## src/rtl/if_fetch_ctrl.sv

```systemverilog
// Instruction fetch sequencer for a handshaked, multi-cycle instruction memory.
// Keeps one request in flight at most. A one-entry skid buffer catches a
// response that lands while decode is stalled. A kill flag discards a response
// whose request was overtaken by a branch redirect.
`timescale 1ns/1ps

module if_fetch_ctrl #(
    parameter logic [31:0] RESET_PC = 32'h0000_0000
) (
    input  logic        clk,
    input  logic        rst,
    input  logic        stall,
    input  logic        branch,
    input  logic [31:0] jump_addr,
    output logic        imem_req,
    output logic [31:0] imem_addr,
    input  logic        imem_gnt,
    input  logic        imem_rvalid,
    input  logic [31:0] imem_rdata,
    output logic [31:0] PC_IF,
    output logic [31:0] inst_IF,
    output logic        inst_valid
);

    // REQ: request on the bus. WAIT: granted, awaiting data.
    // HOLD: data parked in the skid buffer. The skid is occupied exactly
    // when the FSM is in HOLD, so no separate occupancy flag is kept.
    typedef enum logic [1:0] {
        S_REQ  = 2'd0,
        S_WAIT = 2'd1,
        S_HOLD = 2'd2
    } state_t;

    localparam logic [31:0] START_PC = RESET_PC & ~32'h3;

    state_t      state, state_n;
    logic [31:0] fetch_pc, fetch_pc_n;
    logic        kill, kill_n;
    logic [31:0] skid_pc, skid_inst;
    logic        skid_load;
    logic [31:0] pc_if_n, inst_if_n;
    logic        inst_valid_n;
    logic        consume, loadable;

    // Control state and the presented instruction; cleared by reset.
    always_ff @(posedge clk or negedge rst) begin
        if (!rst) begin
            state      <= S_REQ;
            fetch_pc   <= START_PC;
            kill       <= 1'b0;
            PC_IF      <= START_PC;
            inst_IF    <= 32'h0;
            inst_valid <= 1'b0;
        end else begin
            state      <= state_n;
            fetch_pc   <= fetch_pc_n;
            kill       <= kill_n;
            PC_IF      <= pc_if_n;
            inst_IF    <= inst_if_n;
            inst_valid <= inst_valid_n;
        end
    end

    // Skid payload; only meaningful while in HOLD, so it needs no reset.
    always_ff @(posedge clk) begin
        if (skid_load) begin
            skid_pc   <= fetch_pc;
            skid_inst <= imem_rdata;
        end
    end

    // Next-state and bus outputs; the request depends on registered state only.
    always_comb begin
        state_n      = state;
        fetch_pc_n   = fetch_pc;
        kill_n       = kill;
        pc_if_n      = PC_IF;
        inst_if_n    = inst_IF;
        inst_valid_n = inst_valid;
        skid_load    = 1'b0;
        imem_req     = rst && (state == S_REQ);
        imem_addr    = fetch_pc;
        consume      = inst_valid && !stall;
        loadable     = !inst_valid || !stall;

        if (branch) begin
            // Redirect overrides everything: flush output and skid, refetch.
            inst_valid_n = 1'b0;
            fetch_pc_n   = jump_addr & ~32'h3;
            case (state)
                S_REQ: begin
                    if (imem_gnt) begin
                        state_n = S_WAIT;
                        kill_n  = 1'b1;
                    end
                end
                S_WAIT: begin
                    if (imem_rvalid) begin
                        state_n = S_REQ;
                        kill_n  = 1'b0;
                    end else begin
                        kill_n  = 1'b1;
                    end
                end
                default: begin
                    state_n = S_REQ;
                    kill_n  = 1'b0;
                end
            endcase
        end else begin
            case (state)
                S_REQ: begin
                    if (consume) inst_valid_n = 1'b0;
                    if (imem_gnt) state_n = S_WAIT;
                end
                S_WAIT: begin
                    if (imem_rvalid) begin
                        if (kill) begin
                            // Stale response from before a redirect.
                            kill_n  = 1'b0;
                            state_n = S_REQ;
                            if (consume) inst_valid_n = 1'b0;
                        end else if (loadable) begin
                            pc_if_n      = fetch_pc;
                            inst_if_n    = imem_rdata;
                            inst_valid_n = 1'b1;
                            fetch_pc_n   = fetch_pc + 32'd4;
                            state_n      = S_REQ;
                        end else begin
                            skid_load  = 1'b1;
                            fetch_pc_n = fetch_pc + 32'd4;
                            state_n    = S_HOLD;
                        end
                    end else if (consume) begin
                        inst_valid_n = 1'b0;
                    end
                end
                S_HOLD: begin
                    if (consume) begin
                        pc_if_n   = skid_pc;
                        inst_if_n = skid_inst;
                        state_n   = S_REQ;
                    end
                end
                default: begin
                    state_n = S_REQ;
                end
            endcase
        end
    end

endmodule

```

## config.mk

```make
export PLATFORM = sky130hd
export DESIGN_NAME = if_fetch_ctrl
export DESIGN_NICKNAME = d
export VERILOG_FILES = /design/src/rtl/if_fetch_ctrl.sv
export SDC_FILE = /design/constraint.sdc
export NUM_CORES = 1
export LEC_CHECK = 0
export CAP_MARGIN = 10
export CORE_ASPECT_RATIO = 1.25
export CORE_MARGIN = 8
export CORE_UTILIZATION = 25
export DETAILED_ROUTE_END_ITERATION = 6
export PLACE_DENSITY = 0.53
export REMOVE_ABC_BUFFERS = 1
export SYNTH_ARGS = -nofsm -noshare
export SYNTH_HDL_FRONTEND = slang
export SYNTH_SLANG_ARGS = --single-unit
```

## constraint.sdc

```tcl
create_clock -name clk -period 6.23 [get_ports clk]
set_input_delay 1.246 -clock clk [delete_from_list [all_inputs] [get_ports clk]]
set_output_delay 1.246 -clock clk [all_outputs]
set_load 0.02 [all_outputs]
```

# == Yosys cells after proc, flatten, opt, wreduce, memory -nomap -nowiden ==
# Index checks and enable logic that the tools add are counted.
# totals
regBits,164
output_inout_bits,98
elab_cells,75
input_bits,70
# op_classes
n_eq_ne,10
muxes,40
n_bitwise,1
reduce_logical,15
n_addsub,1
# op_table
cell,n
32-bit 2-to-1 mux,12
32-bit one-hot mux with 2 select lines,2
"32-bit by 3-bit adder with 32-bit output, second input constant",1
1-bit 2-to-1 mux,15
2-bit 2-to-1 mux,7
"2-bit inequality test, second input constant",5
"3-bit inequality test, second input constant",2
2-bit one-hot mux with 3 select lines,1
3-bit AND reduction,2
6-bit AND reduction,1
2-bit nonzero test,3
"5-bit inequality test, second input constant",1
1-bit one-hot mux with 2 select lines,2
2-bit one-hot mux with 2 select lines,1
2-bit AND reduction,2
3-bit nonzero test,1
"2-bit by 1-bit equality test with 1-bit output, second input constant",1
"2-bit equality test, second input constant",1
1-bit logical AND,2
1-bit logical NOT,2
2-bit logical NOT,1
1-bit logical OR,1
1-bit inverter,1

# == Depth between registers and ports, before layout ==
# Gate-level depths: netlist of run 1.
# logic_depth
word_depth,7
ltp_mapped,9
depth_no_buf,7

# == Worst setup path after synthesis of run 1 ==
# OpenSTA, ideal clock, no wires.
# synth_timing
path_type,input-to-reg
startpoint,in branch
endpoint,reg skid_inst[0] (enable)
t_arrival_ns,6.226
cell_stages,3
path_slack_ns,-0.567
path_buffers,2
t_required_ns,5.659
setup_time_ns,0.571
cell_sequence,clkbuf_1 clkbuf_1 nor3b_1
# synth_via
elab_chain_len,1
# synth_rtl
item,line,source
from (decl),13,"input logic branch,"
1-bit 2-to-1 mux,86,if (branch) begin
net skid_load,40,logic skid_load;
to (signal assigned),68,skid_inst <= imem_rdata;
to (decl),39,"logic [31:0] skid_pc, skid_inst;"
# The timed path passes the listed nets, and every way through them passes these cells.
# A chain may end at the register's enable or synchronous reset.

# == Worst setup path in the final report of run 1 ==
# layout_timing
startpoint,in rst
endpoint,out imem_req
# layout_via
elab_chain_len,1
# layout_rtl
item,line,source
from (decl),11,"input logic rst,"
1-bit logical AND,81,imem_req = rst && (state == S_REQ);
to (decl),15,"output logic imem_req,"
# Every way passes these cells.

==> results by group, run 1 <==
Clocking
  • H-tree Lvls: 4
  • CTS tree: built
  • Clk root buf: clkbuf_16
  • CTS Sinks: between 150 and 200
  • Worst skew pair latency: 420 ps
  • CTS buffer count: 17
  • Clk slew on worst S/H paths: 60 ps
  • PostCTS Resize Cnt: 0
  • Post-CTS Setup Bufs: 0
  • Max Buffers Root-to-Sink: 2
  • CTS Hold Bufs: 0

Global routing
  • Number of global-route vias before repair: 4965
  • Initial antenna violation count: 1
  • First-pass GRT wire length: 28700 um
  • Largest net degree at the start of global routing: 115
  • Gr usage total: between 10% and 20%
  • Overflow after GRT: 0

Timing
  • Fin crit share: 61.5%
  • Slew Limit Fails: 0
  • Slew headroom: between 30% and 40%
  • Clk_skew: 11.1 ps
  • RSZ-0062 raised after global routing: false
  • Final Hold Viols: 0
  • Hold_ws: 474 ps
  • Worst slew pin tran: 994 ps
  • Max Freq: 261 MHz
  • Setup violations, final: 0
  • Final min period: approximately 3800 ps

Synth
  • Synth top area cells: dfrtp_1 36%, edfxtp_1 28%, mux2i_1 9.4%
  • #FFs+latches synth: about 160
  • Syn. warnings: 0
  • Post-synthesis cell count: 552
  • EDFF count, synth: 62
  • Synthesized area: around 6700 um^2
  • Yosys top cell by area: dfrtp_1
  • Post-synth ARST share: 60.8%
  • Library cells used by synthesis: 37
  • Commonest cells post-synth: 100 x nand2_1, 96 x dfrtp_1, 82 x o21ai_0, 63 x mux2i_1, 62 x edfxtp_1
  • Main synth FF type: dfrtp_1
  • Syn_area_per_cell: 12.1 um^2
  • Most frequent cell after synthesis: nand2_1
  • Post-synth top area share: between 30% and 40%
  • Seq/Total Area, Yosys: between 60 and 70%

Power and ir drop
  • Clock power share: 29.6%
  • Total internal power: 2.46 mW
  • Seq pwr share: 39.4%
  • Lkg Pwr: 3.45 nW
  • Total power: 3.63 mW
  • Psw: 1.17 mW
  • Net Sw Frac: 32.3%
  • VDD IR max: approximately 190 uV
  • Comb pwr share: 31.0%
  • Cell Pwr Density: 391 nW/um^2

Floorplan
  • Die Height: 199 um
  • Num ports: between 150 and 200
  • Initial core utilization: 25.2%
  • Chip width: 162 um
  • Std-Cell Rows: 67
  • Core Area: roughly 27000 um^2
  • DIE AREA: approximately 32000 um^2

Worst setup path
  • CP Max Fanout: 44
  • R2R cell count: 7
  • Crit path capture: imem_req
  • CP Capture Type: output port
  • Worst setup SP type: input port
  • Worst reg2reg endpoint: imem_addr[25]
  • CP required: 4980 ps
  • WP data arrival: 2590 ps
  • Crit Path Category: input port to output port
  • Slack of the worst reg-to-reg path: between 3000 and 4000 ps
  • Reg-to-reg startpoint: state[1]
  • Critical path origin: rst

Drt
  • Initial DRC count: 227
  • Vias: 4613
  • Post-route antenna net violation count: 0
  • Routed WL per cell: around 17 um
  • Final WL: 18400 um
  • Residual DRC count: 0
  • Drt first pass iters: 4
  • Average vias per placed instance: roughly 4.3

Placed design
  • Port Buffers: 161
  • Post-DP HPWL: 12300 um
  • RD Place Congestion: approximately 0.74
  • Dpl cell area: roughly 8700 um^2

Layout
  • Layout cells sized above 1: 7.33%
  • Area growth from synthesis to layout: 38.8%
  • Final instance area: ~9300 um^2
  • Layout Nets: 784

Status
  • Run status: finished clean

Worst hold path
  • Hold Crit Class: flop to flop

Flow run
  • Max Cap Viol: 0
[worst min-delay path by stage]
stage,startpoint,end,slack (ps),cells after the start
CTS,inst_IF[26],inst_IF[26],480,2
detailed placement,inst_IF[26],inst_IF[26],470,2
global placement,inst_IF[2],inst_IF[2],460,2
finish,PC_IF[30],PC_IF[30],470,2
floorplan,skid_inst[16],inst_IF[16],490,2
global route,PC_IF[30],PC_IF[30],500,2
[placed cells by master, fill, tap and decap left out, drive strengths merged, types with 2 or more instances in the layout]
cell and count:
nand4 15, nand2b 2, a21oi 3, xnor2 6, nor3b 2, nand3 10
edfxtp 62, and2 4, clkinv 6, inv 4, nor2 7, conb 4
dfrtp 96, mux2 2, buf 8, nor4 3, clkbuf 24, clkdlybuf4s50 159
o21ai 96, nand4b 2, nor2b 2, xor2 23, nand2 100, nor3 3
ha 4, mux2i 63, and3 7
[logic make-up after synthesis]
group	after synthesis	synth area share, %
mux	65	9.75
compound gates	101	7.75
flops	158	63.7
simple gates	159	11.9
other cells	1	0.0560
fa+ha+maj	4	0.747
buf+inv	35	2.32
xor+xnor	29	3.79
[stage by stage]
step,setup WS [ps],util (%),cells,setup TNS [ps]
2_1_floorplan,-300,-,524,-18610
3_3_place_gp,2310,32.7,1036,0
3_5_place_dp,2340,32.7,1036,0
4_1_cts,2320,35.0,1068,0
5_1_grt,2250,35.0,1069,0
6_report,2400,35.0,1069,0
[routing by layer]
layer / routed length (um) / track usage [%]
met4: 414 / 4.91
met1: 7860 / 13.4
met3: 1010 / 3.56
met2: 9060 / 19.7
met5: 0 / 0
[critical path, stage by stage]
cell             delay (ps)
buf_4                   490
and2_1                  220
clkdlybuf4s50_1         610
[area by class of cell]
type	count	area, um^2
Fill cell	2640	17300
Antenna cell	1	2.50
Multi-Input combinational cell	362	2310
Inverter	4	15.0
Sequential cell	158	4260
Tap cell	345	432
Clock inverter	8	71.3
Timing Repair Buffer	167	1660
Clock buffer	24	547
[sequential cells by signal, summed over array words and instances (netlist names)]
register / cells
inst_IF: 32
skid_inst: 32
PC_IF: 30
imem_addr: 30
skid_pc: 30
state: 2
inst_valid: 1
kill: 1
[power groups by stage]
stage                     clock network, mW  registers, mW  logic, mW
after floorplan                           0           1.69      0.304
after global placement                    0           1.45       1.14
after detailed placement                  0           1.46       1.15
after CTS                              1.12           1.44       1.15
after global routing                   1.16           1.47       1.22
final                                  1.08           1.43       1.12
No activity file was read; power rests on OpenSTA's default activity.
==> inputs of run 2 (changes only) <==
Settings changed: PLACE_DENSITY 0.53 to 0.51.
Clock period 6.23 ns to 3.8 ns, I/O delays scaled along.
==> results by group, run 2 (synthesized netlist as in run 1, its figures left out) <==
Floorplan
  • Chip width: 162 um (unchanged)
  • Std-Cell Rows: 67 (unchanged)
  • DIE AREA: 32300 um^2 (unchanged)
  • Core Area: 26600 um^2 (unchanged)
  • Die Height: 199 um (unchanged)
  • Num ports: 168 (unchanged)
  • Initial core utilization: 25.2% (unchanged)

Drt
  • Vias: 4624 (+0.24%)
  • Routed WL per cell: 17.1 um (-0.34%)
  • Drt first pass iters: 4 (unchanged)
  • Residual DRC count: 0 (unchanged)
  • Average vias per placed instance: 4.33 (+0.24%)
  • Post-route antenna net violation count: 0 (unchanged)
  • Final WL: 18300 um (-0.34%)
  • Initial DRC count: 216 (-4.8%)

Layout
  • Area growth from synthesis to layout: 38.7% (about the same)
  • Final instance area: 9290 um^2 (about the same)
  • Post-Route Utilization: 35.0% (about the same)
  • Layout Cells excl Fill: 1069 (unchanged)
  • Ant. Diodes: 0 (-1)
  • Fill count: 2669 (+1.1%)
  • Most frequent cells in the layout: 159 x clkdlybuf4s50_1, 100 x nand2_1, 96 x dfrtp_1
  • Commonest non-fill, non-tap cell in the layout: clkdlybuf4s50_1
  • Layout cells sized above 1: 7.73% (+0.40 points)
  • Top Registers: inst_IF: 32 flops, skid_inst: 32 flops
  • Layout Nets: 785 (+0.13%)

Timing
  • Final min period: 2760 ps
  • Worst setup margin: 1040 ps (-1360 ps)
  • Max Freq: 362 MHz
  • Slew Limit Fails: 0 (unchanged)
  • Clk_skew: 6.91 ps (-4.22 ps)
  • Worst slew pin tran: 858 ps (-135 ps)
  • RSZ-0062 raised after global routing: false
  • Setup violations, final: 0 (unchanged)
  • Final Hold Viols: 0 (unchanged)
  • Slew headroom: 42.8% (+9.0 points)
  • Fin crit share: 72.7%
  • Hold_ws: 435 ps (-39.6 ps)
  • Setup TNS: 0 ps (unchanged)

Worst setup path
  • CP Max Fanout: 5 (-89%)
  • Worst reg2reg endpoint: inst_IF[15]
  • CP required: 3040 ps (-1940 ps)
  • Reg-to-reg startpoint: state[0]
  • R2R cell count: 5 (-2)
  • CP max stage cell: clkdlybuf4s50_1
  • Max incr delay on CP: 620 ps (about the same)
  • Cell breakdown of the critical path: inv_1 > ha_1 > and2_1 > clkdlybuf4s50_1
  • Slack of the worst reg-to-reg path: 1540 ps (-2280 ps)
  • Worst setup SP type: flop
  • Crit Path Category: flop to output port
  • WP data arrival: 2000 ps (-590 ps)
  • Bufs and invs on worst path: 2 (unchanged)
  • CP top delay family: buffers and inverters
  • CP Capture Type: output port

Clocking
  • PostCTS Resize Cnt: 0 (unchanged)
  • Clk slew on worst S/H paths: 70 ps (about the same)
  • CTS Hold Bufs: 0 (unchanged)
  • Post-CTS Setup Bufs: 0 (unchanged)
  • Max Buffers Root-to-Sink: 2 (unchanged)
  • Clk root buf: clkbuf_16
  • CTS Sinks: 158 (unchanged)
  • CTS buffer count: 17 (unchanged)
  • CTS tree: built
  • H-tree Lvls: 4 (unchanged)
  • Worst skew pair latency: 420 ps (about the same)

Power and ir drop
  • Total power: 5.92 mW (+63%)
  • Psw: 1.96 mW (+67%)
  • Net Sw Frac: 33.1% (+0.79 points)
  • Cell Pwr Density: 638 nW/um^2 (+63%)
  • VDD IR max: 299 uV (+55%)
  • Comb pwr share: 31.0% (about the same)
  • Total internal power: 3.96 mW (+61%)
  • Seq pwr share: 39.8% (+0.4 points)
  • Clock power share: 29.2% (-0.4 points)
  • Lkg Pwr: 3.44 nW (-0.51%)

Placed design
  • Dpl cell area: 8700 um^2 (+0.23%)
  • RD Place Congestion: 0.722 (-2.7%)
  • Post-DP HPWL: 12300 um (-0.29%)
  • Worst slack, placed: 1020 ps (-1320 ps)
  • DP Cell Count: 1037 (+0.097%)
  • Port Buffers: 161 (unchanged)

Global routing
  • Initial antenna violation count: 0 (-1)
  • Overflow after GRT: 0 (unchanged)
  • Most used routing layer: met2
  • Number of global-route vias before repair: 4786 (-3.6%)
  • Gr usage total: 11.6% (-0.018 points)
  • Met2 usage: 19.2% (-0.53 points)
  • GR Util met1: 14.3% (+0.87 points)
  • Met3 Use GR: 3.50% (-0.062 points)
  • First-pass GRT wire length: 28600 um (-0.43%)
  • Largest net degree at the start of global routing: 125 (+8.7%)

Status
  • Run status: finished clean

Worst hold path
  • Hold Crit Class: input port to async pin

Flow run
  • Max Cap Viol: 0 (unchanged)
==> run 2: worst register-to-register path: stages (launching register included) <==
cell and delay, ps:
dfrtp_1 390, inv_1 150, ha_4 450, buf_4 700, mux2i_1 340, o21ai_0 90
==> run 2: worst max-delay path by stage <==
stage          slack [ps]   startpoint             to  cells after the start
3_3_place_gp         1060  imem_rvalid  imem_addr[11]                      6
3_5_place_dp         1020  imem_rvalid  imem_addr[11]                      6
5_1_grt               940     state[0]       imem_req                      4
2_1_floorplan       -2240  imem_rvalid   skid_inst[0]                      2
4_1_cts              1010     state[0]       imem_req                      4
6_report             1040     state[0]       imem_req                      4
==> run 2: power groups by stage <==
stage / Clock [mW] / Sequential [mW] / Combinational, mW
detailed placement: 0 / 2.40 / 1.88
floorplan: 0 / 2.77 / 0.499
global route: 1.87 / 2.42 / 2.00
global placement: 0 / 2.38 / 1.87
finish: 1.73 / 2.36 / 1.84
CTS: 1.81 / 2.37 / 1.88
==> run 2: layout make-up <==
class / count / area [um^2] / area share, %
Clock buffer: 19 / 453 / 4.87
Clock inverter: 13 / 140 / 1.51
Inverter: 4 / 15.0 / 0.162
Multi-Input combinational cell: 362 / 2310 / 24.8
Sequential cell: 158 / 4260 / 45.9
Tap cell: 345 / 432 / 4.64
Timing Repair Buffer: 168 / 1680 / 18.1
==> run 2: metal layers <==
metal | up-vias | part of all wire (%)
li1 | 2272 | -
met1 | 2235 | 45
met2 | 104 | 49
met3 | 13 | 5.0
met4 | 0 | 1.0
met5 | - | 0
==> inputs of run 3 (changes only) <==
Settings changed: PLACE_DENSITY 0.51 to 0.53.
Clock period 3.8 ns to 2.4 ns, I/O delays scaled along.
==> results by group, run 3 (synthesized netlist as in run 1, its figures left out) <==
Status
  • Run status: finished clean

Worst setup path
  • Slack of the worst reg-to-reg path: 260 ps (-1280 ps)
  • CP required: 1920 ps (-1120 ps)
  • Crit path capture: imem_req
  • WP data arrival: 1720 ps (-280 ps)
  • Critical path origin: state[0]
  • CP Capture Type: output port
  • Worst setup SP type: flop
  • Crit Path Category: flop to output port
  • CP Max Fanout: 5 (unchanged)
  • Reg-to-reg startpoint: state[1]
  • Worst reg2reg endpoint: skid_inst[5]
  • R2R cell count: 5 (unchanged)

Global routing
  • Initial antenna violation count: 0 (unchanged)
  • First-pass GRT wire length: 29200 um (+2.1%)
  • Overflow after GRT: 0 (unchanged)
  • Gr usage total: 11.8% (+0.21 points)
  • Number of global-route vias before repair: 4946 (+3.3%)
  • Largest net degree at the start of global routing: 125 (unchanged)

Drt
  • Final WL: 18600 um (+1.8%)
  • Vias: 4636 (+0.26%)
  • Average vias per placed instance: 4.28 (-0.95%)
  • Initial DRC count: 220 (+1.9%)
  • Post-route antenna net violation count: 0 (unchanged)
  • Residual DRC count: 0 (unchanged)
  • Routed WL per cell: 17.2 um (+0.62%)
  • Drt first pass iters: 4 (unchanged)

Layout
  • Multi-input logic area: 2320 um^2 (+0.38%)
  • Register Area: 4260 um^2 (unchanged)
  • Layout Nets: 798 (+1.7%)
  • Area growth from synthesis to layout: 41.2%
  • Layout cells sized above 1: 8.68% (+0.95 points)
  • Most frequent cells in the layout: 158 x clkdlybuf4s50_1, 100 x nand2_1, 96 x dfrtp_1
  • Final instance area: 9460 um^2 (+1.8%)
  • Ant. Diodes: 0 (unchanged)
  • Layout Cells excl Fill: 1082 (+1.2%)
  • Top Registers: inst_IF: 32 flops, skid_inst: 32 flops
  • Commonest non-fill, non-tap cell in the layout: clkdlybuf4s50_1
  • Post-Route Utilization: 35.6% (+0.62 points)
  • Fill count: 2646 (-0.86%)

Power and ir drop
  • Total internal power: 6.54 mW (+65%)
  • Lkg Pwr: 3.54 nW (+3.1%)
  • Comb pwr share: 30.7% (-0.3 points)
  • Psw: 3.08 mW (+57%)
  • Cell Pwr Density: 1020 nW/um^2 (+60%)
  • Clock power share: 30.8% (+1.6 points)
  • Seq pwr share: 38.5% (-1.3 points)
  • Net Sw Frac: 32.0% (-1.1 points)
  • VDD IR max: 487 uV (+63%)
  • Total power: 9.63 mW (+62%)

Timing
  • Worst setup margin: 201 ps (-836 ps)
  • Final Hold Viols: 0 (unchanged)
  • Max Freq: 455 MHz
  • Fin crit share: 91.6%
  • RSZ-0062 raised after global routing: false
  • Slew headroom: 59.6% (+17 points)
  • Final min period: 2200 ps
  • Setup violations, final: 0 (unchanged)
  • Worst slew pin tran: 606 ps (-253 ps)
  • Slew Limit Fails: 0 (unchanged)
  • Clk_skew: 11.7 ps (+4.79 ps)

Placed design
  • Worst slack, placed: 94.9 ps (-928 ps)
  • Dpl cell area: 8820 um^2 (+1.4%)
  • RD Place Congestion: 0.745 (+3.2%)
  • DP Cell Count: 1050 (+1.3%)
  • Port Buffers: 161 (unchanged)
  • Post-DP HPWL: 12500 um (+1.4%)

Clocking
  • CTS buffer count: 17 (unchanged)
  • Clk slew on worst S/H paths: 70 ps (about the same)
  • H-tree Lvls: 4 (unchanged)
  • Max Buffers Root-to-Sink: 2 (unchanged)
  • CTS tree: built
  • Clk root buf: clkbuf_16
  • CTS Sinks: 158 (unchanged)
  • Worst skew pair latency: 430 ps (about the same)
  • CTS Hold Bufs: 0 (unchanged)

Floorplan
  • Die Height: 199 um (unchanged)
  • Chip width: 162 um (unchanged)
  • Core Area: 26600 um^2 (unchanged)
  • Std-Cell Rows: 67 (unchanged)
  • Num ports: 168 (unchanged)
  • Initial core utilization: 25.2% (unchanged)
  • DIE AREA: 32300 um^2 (unchanged)

Worst hold path
  • Hold Crit Class: input port to async pin

Flow run
  • Max Cap Viol: 0 (unchanged)
==> run 3: cell count changes in the layout (fill, tap and decap cells not counted), sizes merged <==
cell	delta
dlygate4sd2	+1
clkinvlp	-2
bufinv	+3
clkinv	-2
buf	+13
clkbuf	+1
clkdlybuf4s50	-1
==> run 3: layer usage <==
metal | vias to the layer above | GRT usage (%) | wire length, um
met5 | - | 0 | 0
li1 | 2288 | - | -
met3 | 16 | 3.06 | 961
met1 | 2237 | 14.3 | 8050
met4 | 0 | 5.29 | 306
met2 | 95 | 19.4 | 9310
==> run 3: repair_timing <==
| action | 4_1_cts | 5_1_grt |
|---|---|---|
| endpoints found under the setup margin | 1 | 1 |
| resized for setup | 1 | 1 |
| buffers inserted | 0 | 0 |
==> run 3: power groups by stage <==
stage	logic (mW)	registers (mW)	clock network, mW
2_1_floorplan	0.790	4.38	0
3_3_place_gp	2.99	3.76	0
3_5_place_dp	3.02	3.78	0
4_1_cts	3.02	3.73	3.06
5_1_grt	3.22	3.80	3.17
6_report	2.95	3.71	2.96
==> run 3: how the worst min path moves through the flow <==
stage | slack (ps) | start | cells past startpoint | endpoint
finish | 130 | rst | 2 | PC_IF[10]
global route | 170 | rst | 2 | PC_IF[12]
CTS | 190 | rst | 2 | PC_IF[12]
detailed placement | 470 | inst_IF[20] | 2 | inst_IF[20]
global placement | 460 | inst_IF[2] | 2 | inst_IF[2]
floorplan | 180 | rst | 0 | PC_IF[10]
==> run 3: area by class of cell <==
type                            count  area share [%]
Clock inverter                     12            2.02
Tap cell                          345            4.56
Clock buffer                       20            4.62
Sequential cell                   158            45.1
Multi-Input combinational cell    362            24.5
Inverter                            4           0.159
Timing Repair Buffer              181            19.1
==> run 3: critical path: stages, from the launching register on <==
cell	delay, ps
dfrtp_1	380
inv_1	150
ha_1	260
and2_1	150
dlygate4sd2_1	340
==> run 3: per-stage QoR <==
stage          hold slack, ps  TNS (ps)
3_5_place_dp              469         0
4_1_cts                   194         0
5_1_grt                   170         0
2_1_floorplan             184   -427660
3_3_place_gp              461         0
6_report                  134         0
